$ cat src/rtl/alarm_pkg.sv
// Shared definitions for the alarm controller front end: button indices,
// auto-repeat FSM encoding and a counter-width helper.
package alarm_pkg;

    localparam int unsigned BTN_START_STOP = 0;
    localparam int unsigned BTN_SET        = 1;
    localparam int unsigned BTN_SNOOZE     = 2;

    // Auto-repeat FSM states
    typedef enum logic [1:0] {
        IDLE = 2'd0,
        HOLD = 2'd1,
        RPT  = 2'd2
    } rpt_state_e;

    // Width of a counter reaching n-1; never narrower than one bit
    function automatic int unsigned cnt_width(input int unsigned n);
        return (n > 2) ? $clog2(n) : 1;
    endfunction

endpackage

$ cat src/rtl/debounce_channel.sv
// One button channel: 2-FF synchroniser, debounce counter, registered
// press/release pulses and an optional hold-to-repeat FSM.
module debounce_channel
    import alarm_pkg::*;
#(
    parameter int unsigned DEBOUNCE_CYCLES = 16,
    parameter int unsigned HOLD_CYCLES     = 200,
    parameter int unsigned REPEAT_CYCLES   = 50,
    parameter bit          REPEAT_EN       = 1'b0
) (
    input  logic CLK,
    input  logic RST_N,
    input  logic raw_n,
    output logic level_n,
    output logic press,
    output logic rpt,
    output logic rel
);

    localparam int unsigned DW    = cnt_width(DEBOUNCE_CYCLES);
    localparam int unsigned RMAX  = (HOLD_CYCLES > REPEAT_CYCLES) ? HOLD_CYCLES : REPEAT_CYCLES;
    localparam int unsigned RW    = cnt_width(RMAX);
    localparam logic [DW-1:0] DTOP = DW'(DEBOUNCE_CYCLES - 1);
    localparam logic [RW-1:0] HTOP = RW'(HOLD_CYCLES - 1);
    localparam logic [RW-1:0] RTOP = RW'(REPEAT_CYCLES - 1);

    logic [1:0]    sync_q;
    logic          level_q, level_d;
    logic [DW-1:0] dcnt_q, dcnt_d;
    logic [RW-1:0] rcnt_q, rcnt_d;
    rpt_state_e    state_q, state_d;
    logic          press_q, rpt_q, rel_q;
    logic          fall, rise, auto;
    logic          s;

    assign s = sync_q[1];

    // Synchroniser, debounce and repeat state registers
    always_ff @(posedge CLK or negedge RST_N) begin
        if (!RST_N) begin
            sync_q  <= 2'b11;
            level_q <= 1'b1;
            dcnt_q  <= '0;
            rcnt_q  <= '0;
            state_q <= IDLE;
            press_q <= 1'b0;
            rpt_q   <= 1'b0;
            rel_q   <= 1'b0;
        end else begin
            sync_q  <= {sync_q[0], raw_n};
            level_q <= level_d;
            dcnt_q  <= dcnt_d;
            rcnt_q  <= rcnt_d;
            state_q <= state_d;
            press_q <= fall | auto;
            rpt_q   <= auto;
            rel_q   <= rise;
        end
    end

    // Debounce: flip the level only after DEBOUNCE_CYCLES consecutive disagreeing samples
    always_comb begin
        level_d = level_q;
        dcnt_d  = dcnt_q;
        fall    = 1'b0;
        rise    = 1'b0;
        if (s == level_q) begin
            dcnt_d = '0;
        end else if (dcnt_q == DTOP) begin
            level_d = s;
            dcnt_d  = '0;
            fall    = ~s;
            rise    = s;
        end else begin
            dcnt_d = dcnt_q + 1'b1;
        end
    end

    // Auto-repeat FSM; a release wins over a coincident repeat terminal count
    always_comb begin
        state_d = state_q;
        rcnt_d  = rcnt_q;
        auto    = 1'b0;
        if (!REPEAT_EN) begin
            state_d = IDLE;
            rcnt_d  = '0;
        end else if (rise) begin
            state_d = IDLE;
            rcnt_d  = '0;
        end else begin
            case (state_q)
                IDLE: begin
                    rcnt_d = '0;
                    if (fall) state_d = HOLD;
                end
                HOLD: begin
                    if (rcnt_q == HTOP) begin
                        auto    = 1'b1;
                        rcnt_d  = '0;
                        state_d = RPT;
                    end else begin
                        rcnt_d = rcnt_q + 1'b1;
                    end
                end
                RPT: begin
                    if (rcnt_q == RTOP) begin
                        auto   = 1'b1;
                        rcnt_d = '0;
                    end else begin
                        rcnt_d = rcnt_q + 1'b1;
                    end
                end
                default: begin
                    state_d = IDLE;
                    rcnt_d  = '0;
                end
            endcase
        end
    end

    assign level_n = level_q;
    assign press   = press_q;
    assign rpt     = rpt_q;
    assign rel     = rel_q;

endmodule

$ cat src/rtl/button_conditioner.sv
// Input stage for the alarm controller: one independent debounce channel per
// active-low push button.
module button_conditioner
    import alarm_pkg::*;
#(
    parameter int unsigned        NUM_BTN         = 3,
    parameter int unsigned        DEBOUNCE_CYCLES = 16,
    parameter int unsigned        HOLD_CYCLES     = 200,
    parameter int unsigned        REPEAT_CYCLES   = 50,
    parameter logic [NUM_BTN-1:0] REPEAT_MASK     = 3'b010
) (
    input  logic               CLK,
    input  logic               RST_N,
    input  logic [NUM_BTN-1:0] btn_raw_n,
    output logic [NUM_BTN-1:0] btn_level_n,
    output logic [NUM_BTN-1:0] btn_press,
    output logic [NUM_BTN-1:0] btn_repeat,
    output logic [NUM_BTN-1:0] btn_release
);

    if (DEBOUNCE_CYCLES < 2) begin : g_bad_debounce
        $error("button_conditioner: DEBOUNCE_CYCLES must be >= 2");
    end
    if (HOLD_CYCLES < 1) begin : g_bad_hold
        $error("button_conditioner: HOLD_CYCLES must be >= 1");
    end
    if (REPEAT_CYCLES < 1) begin : g_bad_repeat
        $error("button_conditioner: REPEAT_CYCLES must be >= 1");
    end

    for (genvar i = 0; i < NUM_BTN; i++) begin : g_ch
        debounce_channel #(
            .DEBOUNCE_CYCLES (DEBOUNCE_CYCLES),
            .HOLD_CYCLES     (HOLD_CYCLES),
            .REPEAT_CYCLES   (REPEAT_CYCLES),
            .REPEAT_EN       (REPEAT_MASK[i])
        ) u_ch (
            .CLK     (CLK),
            .RST_N   (RST_N),
            .raw_n   (btn_raw_n[i]),
            .level_n (btn_level_n[i]),
            .press   (btn_press[i]),
            .rpt     (btn_repeat[i]),
            .rel     (btn_release[i])
        );
    end

endmodule

$ cat config.mk
export PLATFORM = sky130hd
export DESIGN_NAME = button_conditioner
export DESIGN_NICKNAME = d
export VERILOG_FILES = /design/src/rtl/alarm_pkg.sv /design/src/rtl/debounce_channel.sv /design/src/rtl/button_conditioner.sv
export SDC_FILE = /design/constraint.sdc
export NUM_CORES = 1
export LEC_CHECK = 0
export BUFFER_PORTS_ARGS = -buffer_cell sky130_fd_sc_hd__buf_4
export CORE_MARGIN = 4
export CORE_UTILIZATION = 40
export CTS_CLUSTER_DIAMETER = 50
export DETAILED_ROUTE_END_ITERATION = 10
export PLACE_DENSITY = 0.63
export SYNTH_ARGS = -nofsm -noshare
export SYNTH_HDL_FRONTEND = slang
export SYNTH_SLANG_ARGS = --single-unit
$ cat constraint.sdc
create_clock -name CLK -period 1.85 [get_ports CLK]
set_clock_uncertainty 0.15 [all_clocks]
set_input_delay 0.555 -clock CLK [delete_from_list [all_inputs] [get_ports CLK]]
set_output_delay 0.555 -clock CLK [all_outputs]
set_load 0.01 [all_outputs]
==> out/results.ini, run 1 <==
[route]
drt_iter0_markers = 53
vias = 1071
wl_per_cell_um = 13.0
drc = 0
vias_per_cell = 5.10
ant_nets = 0
drt-total-wl_um = 2730
drt-pass1-iter-count = 3

[floorplanning]
die_area_mm2 = 0.00550
die_w_um = 74.2
num_io_pins = 17
core.rowCount = 23
start_util_pct = 42.5
core_mm2 = 0.00412
fp.dieH_um = 74.2

[timing]
setup_slack_ns = 0.139
fin_crit_ns = 1.71
slew_viol_final = 0
hold_ws_ns = 0.0666
finalSetupTns_ns = 0
period_share_pct = 92.5
setup_viol = 0
max_freq_mhz = 584
rsz0062_at_grt = no
hold_viol = 0

[cts]
cts_made_buffers = 5
clk_latency_ns = 0.28
cts_setup_buffers = 0
cts_root_buf = clkbuf_8
cts.sinks = 38
cts.path.max_buffers = 2
cts.clk_slew.worst_paths_ns = 0.07
cts_tree = built
cts_hold_buffers = 0
htreeDepth = 2

[global_routing]
grt_pass1_wl_um = 4710
grt_max_degree = 39
antenna_found_initial = 0
met1_usage_pct = 12.7
grt_overflow = 0
global_route.usage.met2_pct = 19.1
grt_busiest_layer = met2
grt_use_total_pct = 11.1
grt_pass1_vias = 1095
use_met3_pct = 4.05

[logic_synthesis]
syn_avg_cell_area_um2 = 11.7
yosys_warnings = 0
synthArstFlopShare_pct = 100
ys_seq_area_share_pct = 55.0
yosys-top-cells-area = dfrtp_1 (41%), dfstp_2 (14%), ha_1 (6.4%)
yosysTopAreaCell = dfrtp_1
synth-main-ff-cell = dfrtp_1
ys_ff_latch = 38
syn_inst = 149
synth_edf_count = 0
synthDistinctLibCells = 33
synth_top_cell_area_share_pct = 41.5
synth_area_mm2 = 0.00175

[worst_setup_path]
path_delay_family = flip-flops
crit_chain = buf_4
cp_slowest_cell = dfstp_2
crit_path_max_fanout = 6
end_kind = primary output
criticalPathCategory = register to primary output
crit_arrival_ns = 1.01
cp_num_buf_inv = 1
critPathMaxStageDelay_ns = 0.59
critPathLaunchType = register
required_ns = 1.14

[power]
power.density_mw_per_mm2 = 838
p_leak_nw = 0.863
vdd_drop_max_v = 0.000325
fin_total_pwr_mw = 1.64

[run_status]
status = complete, no violations

[place]
hpwl_um = 1980
routabilityCongestion = 0.817
place_ws_ns = 0.199
portBuffers = 14

[cells_and_area]
layout-drive-gt1-share_pct = 25.0
syn2layout_area_growth_pct = 11.6
fillerInstances = 369
final_common_cell = dfrtp_1
antennaDiodeCount = 0
final_cell_mix = dfrtp_1 (29), nor2_1 (14), buf_4 (14)
final_nets = 173

[job]
cap_violations = 0

[hold_path]
hold_class = input pin to asynchronous set/reset pin

[cells by family (layout without fill, tap and decap cells)]
group | Yosys count | count (layout) | share of synthesized area [%]
xor+xnor | 13 | 13 | 6.50
other cells | 1 | 2 | 0.214
flops | 38 | 38 | 55.0
buf+inv | 19 | 29 | 6.65
fa+ha+maj | 9 | 9 | 6.43
compound gates | 19 | 19 | 7.58
mux | 3 | 3 | 1.93
simple gates | 47 | 47 | 15.7
[state kept, by name, summed over array words and instances (netlist names)]
| register | cells |
|---|---|
| g_ch.u_ch.dcnt_q | 12 |
| g_ch.u_ch.level_n | 3 |
| g_ch.u_ch.press | 3 |
| g_ch.u_ch.rcnt_q | 8 |
| g_ch.u_ch.rel | 3 |
| g_ch.u_ch.rpt | 1 |
| g_ch.u_ch.state_q | 2 |
| g_ch.u_ch.sync_q | 6 |
[timing repair]
action | CTS | global route
resized for setup | 0 | 1
hold endpoints to repair | 0 | 0
setup endpoints to repair | 0 | 8
[where the power goes]
group / leakage [nW] / internal [mW] / switching (mW)
registers: 0.492 / 0.859 / 0.0204
logic: 0.321 / 0.0266 / 0.0354
clock network: 0.0504 / 0.401 / 0.294
total: 0.863 / 1.29 / 0.350
[stage by stage]
| step | instance area (um2) | utilization, % | instances |
|---|---|---|---|
| 3_3_place_gp | 1830 | 44.5 | 202 |
| 5_1_grt | 1950 | 47.5 | 210 |
| 3_5_place_dp | 1830 | 44.5 | 202 |
| 6_report | 1950 | 47.5 | 210 |
| 2_1_floorplan | 1750 | - | 150 |
| 4_1_cts | 1950 | 47.3 | 210 |
[final cells by class]
cell class	instances	area (um2)	area share (%)
clock buffers	5	68.8	3.52
clock inverters	3	45.0	2.31
inverters	7	26.3	1.35
multi-input cells	93	683	35.0
flip-flops and latches	38	962	49.3
well taps	50	62.6	3.20
repair buffers	14	105	5.38
[layer usage]
layer / up-vias / part of all wire (%)
met3: 6 / 4.8
met5: - / 0
met2: 15 / 50
met4: 0 / 1.8
met1: 533 / 43
li1: 517 / -
[cells in the mapped netlist (3+ instances only)]
cell type and instances:
nor2b_1 3, nor2_1 14, inv_1 7, nand3_1 7, ha_1 9, xor2_1 6, nand4b_1 3, nand2_1 3
dfrtp_1 29, xnor2_1 7, dfstp_2 9, buf_4 12, a21oi_1 5, o21ai_0 6, mux2_2 3, nor3b_1 7
nand4_1 3
[worst paths after layout]
kind	startpoint	end	slack (ns)	cells after the start
setup / recovery	g_ch[1].u_ch.level_n	btn_level_n[1]	0.14	1
hold / removal	RST_N	g_ch[1].u_ch.rcnt_q[1]	0.07	1
setup reg to reg	g_ch[1].u_ch.dcnt_q[0]	g_ch[1].u_ch.rcnt_q[3]	0.17	5
hold reg to reg	g_ch[1].u_ch.sync_q[0]	g_ch[1].u_ch.sync_q[1]	0.21	0
max in group asynchronous	RST_N	g_ch[2].u_ch.sync_q[0]	1.12	1
min in group CLK	g_ch[1].u_ch.sync_q[0]	g_ch[1].u_ch.sync_q[1]	0.21	0
Power figures use the tool's default switching activity.
==> run 2, diff against run 1 <==
--- a/config.mk
+++ b/config.mk
@@ -13,4 +13,5 @@
 export PLACE_DENSITY = 0.63
 export SYNTH_ARGS = -nofsm -noshare
 export SYNTH_HDL_FRONTEND = slang
+export SYNTH_HIERARCHICAL = 1
 export SYNTH_SLANG_ARGS = --single-unit
==> run 2 against run 1 <==
Effect of this change: global-route usage up 1.9 points; via count up 3.5%; hold slack worse by 0.0078 ns; flip-flop and latch count unchanged; sequential power about the same; register-to-register slack worse by 0.09 ns; final cell count up 3.8%; maximum frequency down 3.2%; non-clock buffer count up 3; utilization up 3.3 points; worst setup slack worse by 0.057 ns; largest cell class unchanged; largest power group unchanged.
==> out/results.ini, run 2 <==
[cts]
clk_latency_ns = 0.29
cts_made_buffers = 5
cts.sinks = 38
cts.path.max_buffers = 2
cts_root_buf = clkbuf_8
cts.clk_slew.worst_paths_ns = 0.07
cts_tree = built
cts_hold_buffers = 0
htreeDepth = 2

[place]
portBuffers = 14
place_ws_ns = 0.0202
routabilityCongestion = 0.809
hpwl_um = 2050

[logic_synthesis]
ys_ff_latch = 38
synth_most_common_cell = dfrtp_1
synth-main-ff-cell = dfrtp_1
syn_inst = 145
ys_seq_area_share_pct = 55.6
syn_avg_cell_area_um2 = 11.9
synthArstFlopShare_pct = 100
synth_top_cell_area_share_pct = 42.0
yosys-top-cells-area = dfrtp_1 (42%), dfstp_2 (14%), ha_1 (7.2%)
yosys_warnings = 6
synth_edf_count = 0
synthDistinctLibCells = 32
synth_nets = 160
synth_area_mm2 = 0.00173
yosysTopAreaCell = dfrtp_1
ys_top_cells_by_count = dfrtp_1 (29), nor2_1 (13), ha_1 (10), xnor2_1 (10), dfstp_2 (9)

[global_routing]
grt_use_total_pct = 13.0
grt_pass1_vias = 1180
grt_overflow = 0
antenna_found_initial = 0
grt_pass1_wl_um = 5270
grt_max_degree = 39

[floorplanning]
fp.dieH_um = 73.8
num_io_pins = 17
core_mm2 = 0.00409
die_w_um = 73.8
core.rowCount = 23
start_util_pct = 42.3
die_area_mm2 = 0.00544

[timing]
finalSetupTns_ns = 0
slew_viol_final = 0
period_share_pct = 95.6
setup_viol = 0
fin_crit_ns = 1.77
rsz0062_at_grt = yes
hold_viol = 0
max_freq_mhz = 565
setup_slack_ns = 0.0812

[run_status]
status = complete, no violations

[worst_setup_path]
crit_chain = inv_2 -> ha_4 -> nor4b_4 -> o2bb2ai_2 -> nand3_1 -> a222oi_1
cp_slowest_cell = dfrtp_1
r2r_setup_slack_ns = 0.08
required_ns = 1.88
criticalPathCategory = register to register
path_delay_family = compound AO/OA/AOI/OAI gates
cp_num_buf_inv = 1
critPathMaxStageDelay_ns = 0.42
end_kind = register
critPathLaunchType = register
crit_path_max_fanout = 4
crit_arrival_ns = 1.80

[hold_path]
hold_class = input pin to asynchronous set/reset pin

[cells_and_area]
syn2layout_area_growth_pct = 20.0
largest_register_ffs = 12
antennaDiodeCount = 0
final_common_cell = dfrtp_1
largestRegisters = g_ch.u_ch/dcnt_q (12), g_ch.u_ch/rcnt_q (8), g_ch.u_ch/sync_q (6)
regMostFlops = g_ch.u_ch/dcnt_q
layout-drive-gt1-share_pct = 29.8
final_cell_mix = dfrtp_1 (29), buf_4 (17), nor2_1 (13)
final_nets = 182

[route]
ant_nets = 0
wl_per_cell_um = 13.5
drt_iter0_markers = 37
drt-pass1-iter-count = 4
drt-total-wl_um = 2950
vias_per_cell = 5.08
vias = 1108
drc = 0

[job]
cap_violations = 0

[power]
p_leak_nw = 0.918
vdd_drop_max_v = 0.000427
power.density_mw_per_mm2 = 870

## run 2: layer usage
| layer | track usage (%) | up-vias | part of all wire, % |
|---|---|---|---|
| li1 | - | 537 | - |
| met5 | 0 | - | 0 |
| met2 | 20.4 | 25 | 47 |
| met4 | 7.65 | 0 | 2.7 |
| met1 | 14.8 | 538 | 44 |
| met3 | 5.47 | 8 | 5.8 |
## run 2: cell type report
type / count / area (um2)
inverters: 7 / 26.3
fillers: 361 / 2010
clock buffers: 6 / 82.6
clock inverters: 2 / 60.1
multi-input cells: 98 / 754
flip-flops and latches: 38 / 962
repair buffers: 17 / 128
well taps: 50 / 62.6
## run 2: worst paths after layout
kind | from | to | cells after the start
setup / recovery | g_ch[1].u_ch/state_q[0] | g_ch[1].u_ch/state_q[0] | 6
hold / removal | RST_N | g_ch[0].u_ch/dcnt_q[3] | 1
hold reg to reg | g_ch[2].u_ch/sync_q[0] | g_ch[2].u_ch/sync_q[1] | 0
min in group CLK | g_ch[2].u_ch/sync_q[0] | g_ch[2].u_ch/sync_q[1] | 0
max in group asynchronous | RST_N | g_ch[2].u_ch/sync_q[0] | 1
setup reg to reg | g_ch[1].u_ch/state_q[0] | g_ch[1].u_ch/state_q[0] | 6
## run 2: kinds of logic (layout without fill, tap and decap cells)
group / after synthesis / after routing / share of synthesized area (%)
compound gates: 21 / 21 / 7.96
flops: 38 / 38 / 55.6
mux: 2 / 2 / 1.74
fa+ha+maj: 10 / 10 / 7.24
other cells: 2 / 2 / 0.434
simple gates: 51 / 51 / 18.5
xor+xnor: 12 / 12 / 6.08
buf+inv: 9 / 32 / 2.39
## run 2: timing repair
item,in CTS,in global routing
buffers inserted,0,2
hold endpoints to repair,0,0
setup endpoints to repair,0,9
resized for setup,0,7
## run 2: through the flow
step                      area, um2  hold WS, ns  utilization (%)  power, mW  instances
after floorplan                1730        0.109                -      0.932        145
after detailed placement       1890        0.197             46.2      0.962        208
final                          2080       0.0588             50.8       1.80        218
after global placement         1890        0.196             46.2      0.957        208
after global routing           2080       0.0963             50.8       1.89        218
after CTS                      2030       0.0801             49.7       1.84        216
## run 2: where the power goes
group / leakage (nW) / internal (mW) / switching (mW)
logic: 0.355 / 0.0276 / 0.0357
clock network: 0.0714 / 0.575 / 0.285
registers: 0.492 / 0.859 / 0.0223
total: 0.918 / 1.46 / 0.343
==> run 3, diff against run 2 <==
==> constraint.sdc (replaced) <==
create_clock -name CLK -period 1.85 [get_ports CLK]
set_clock_uncertainty 0.15 [all_clocks]
set_input_delay 0.555 -clock CLK [delete_from_list [all_inputs] [get_ports CLK]]
set_output_delay 0.555 -clock CLK [all_outputs]
set_load 0.05 [all_outputs]
==> run 3 against run 2 <==
Effect of this change: via count barely moved; global-route usage did not move; highest routed layer unchanged; clock power barely moved; sequential share of layout area fell by 0.084 points; critical path type is now register to primary output; critical endpoint is now btn_level_n[0].
==> out/results.ini, run 3 (same netlist as run 2, synthesis figures left out) <==
[global_routing]
grt_overflow = 0
grt_pass1_wl_um = 5270
grt_pass1_vias = 1180
antenna_found_initial = 0
grt_max_degree = 39
grt_use_total_pct = 13.0

[cells_and_area]
fin_area_mm2 = 0.00208
final_common_cell = dfrtp_1
final_cell_mix = dfrtp_1 (29), buf_4 (16), nor2_1 (13)
final_nets = 182
final_core_util_pct = 50.9
antennaDiodeCount = 0
fillerInstances = 361
syn2layout_area_growth_pct = 20.3
regMostFlops = g_ch.u_ch/dcnt_q
largest_register_ffs = 12
layout-drive-gt1-share_pct = 29.8
largestRegisters = g_ch.u_ch/dcnt_q (12), g_ch.u_ch/rcnt_q (8), g_ch.u_ch/sync_q (6)

[route]
drt-pass1-iter-count = 4
wl_met1_um = 1300
drt_iter0_markers = 56
vias_per_cell = 5.08
drc = 0
dr.max_layer_used = met4
routed-wl-met3_um = 171
vias = 1107
ant_nets = 0
drt-total-wl_um = 2950
route.met2.wl_um = 1400
wl_per_cell_um = 13.5

[timing]
max_freq_mhz = 561
hold_ws_ns = 0.0588
hold_viol = 0
rsz0062_at_grt = yes
period_share_pct = 96.4
setup_viol = 0
slew_viol_final = 0
fin_crit_ns = 1.78

[cts]
clk_latency_ns = 0.29
cts.clk_slew.worst_paths_ns = 0.07
cts.sinks = 38
htreeDepth = 2
cts_root_buf = clkbuf_8
cts_tree = built
cts_hold_buffers = 0
cts.path.max_buffers = 2
cts_made_buffers = 5

[floorplanning]
num_io_pins = 17
fp.dieH_um = 73.8
core_mm2 = 0.00409
die_area_mm2 = 0.00544
die_w_um = 73.8
core.rowCount = 23
start_util_pct = 42.3

[worst_setup_path]
end_kind = primary output
critPathMaxStageDelay_ns = 0.58
crit_path_max_fanout = 5
crit_arrival_ns = 1.08
cp_num_buf_inv = 1
required_ns = 1.14
path_delay_family = flip-flops
criticalPathCategory = register to primary output
critPathLaunchType = register
cp_slowest_cell = dfstp_2
crit_chain = buf_4

[place]
routabilityCongestion = 0.809
portBuffers = 14
place_area_mm2 = 0.00189
hpwl_um = 2050

[power]
power.density_mw_per_mm2 = 871
p_leak_nw = 0.919
vdd_drop_max_v = 0.000428
fin_total_pwr_mw = 1.81

[run_status]
status = complete, no violations

[job]
cap_violations = 0

[hold_path]
hold_class = input pin to asynchronous set/reset pin

==> run 3: layer usage <==
metal	global-route usage [%]	up-vias
li1	-	536
met2	20.4	25
met4	7.65	0
met1	14.8	538
met5	0	-
met3	5.47	8
==> run 3: repair_timing <==
item	CTS	global route
setup endpoints to repair	0	10
setup buffers	0	2
endpoints found under the hold margin	0	0
resized for setup	0	8
==> run 3: stage by stage <==
stage,cells,setup TNS [ns],setup WS (ns)
2_1_floorplan,145,0,0.135
3_3_place_gp,208,0,0.134
3_5_place_dp,208,0,0.0202
4_1_cts,216,0,0.00339
5_1_grt,218,-0.0280,-0.0174
6_report,218,0,0.0673
==> run 3: layout make-up <==
class / count / area, um2 / area share [%]
multi-input cells: 98 / 754 / 36.3
inverters: 7 / 26.3 / 1.26
flip-flops and latches: 38 / 962 / 46.3
clock inverters: 2 / 60.1 / 2.89
clock buffers: 6 / 82.6 / 3.97
well taps: 50 / 62.6 / 3.01
repair buffers: 17 / 131 / 6.32
==> run 3: final timing paths <==
path	to	startpoint	depth (start not counted)	slack, ns
max	btn_level_n[0]	g_ch[0].u_ch/level_n	1	0.07
min	g_ch[0].u_ch/dcnt_q[3]	RST_N	1	0.06
max reg2reg	g_ch[1].u_ch/state_q[0]	g_ch[1].u_ch/state_q[0]	6	0.08
min reg2reg	g_ch[2].u_ch/sync_q[1]	g_ch[2].u_ch/sync_q[0]	0	0.20
max in group asynchronous	g_ch[2].u_ch/sync_q[0]	RST_N	1	1.13
min in group CLK	g_ch[2].u_ch/sync_q[1]	g_ch[2].u_ch/sync_q[0]	0	0.20
==> run 3: worst register-to-register path, delay by kind of cell, from the launching register on <==
kind / cells / cell delay, ns
compound gates: 2 / 0.47
flops: 1 / 0.42
simple gates: 2 / 0.37
fa+ha+maj: 1 / 0.18
buf+inv: 1 / 0.08
==> run 3: power by group <==
group,internal (mW),switching (mW)
logic,0.0276,0.0429
clock network,0.575,0.285
registers,0.859,0.0223
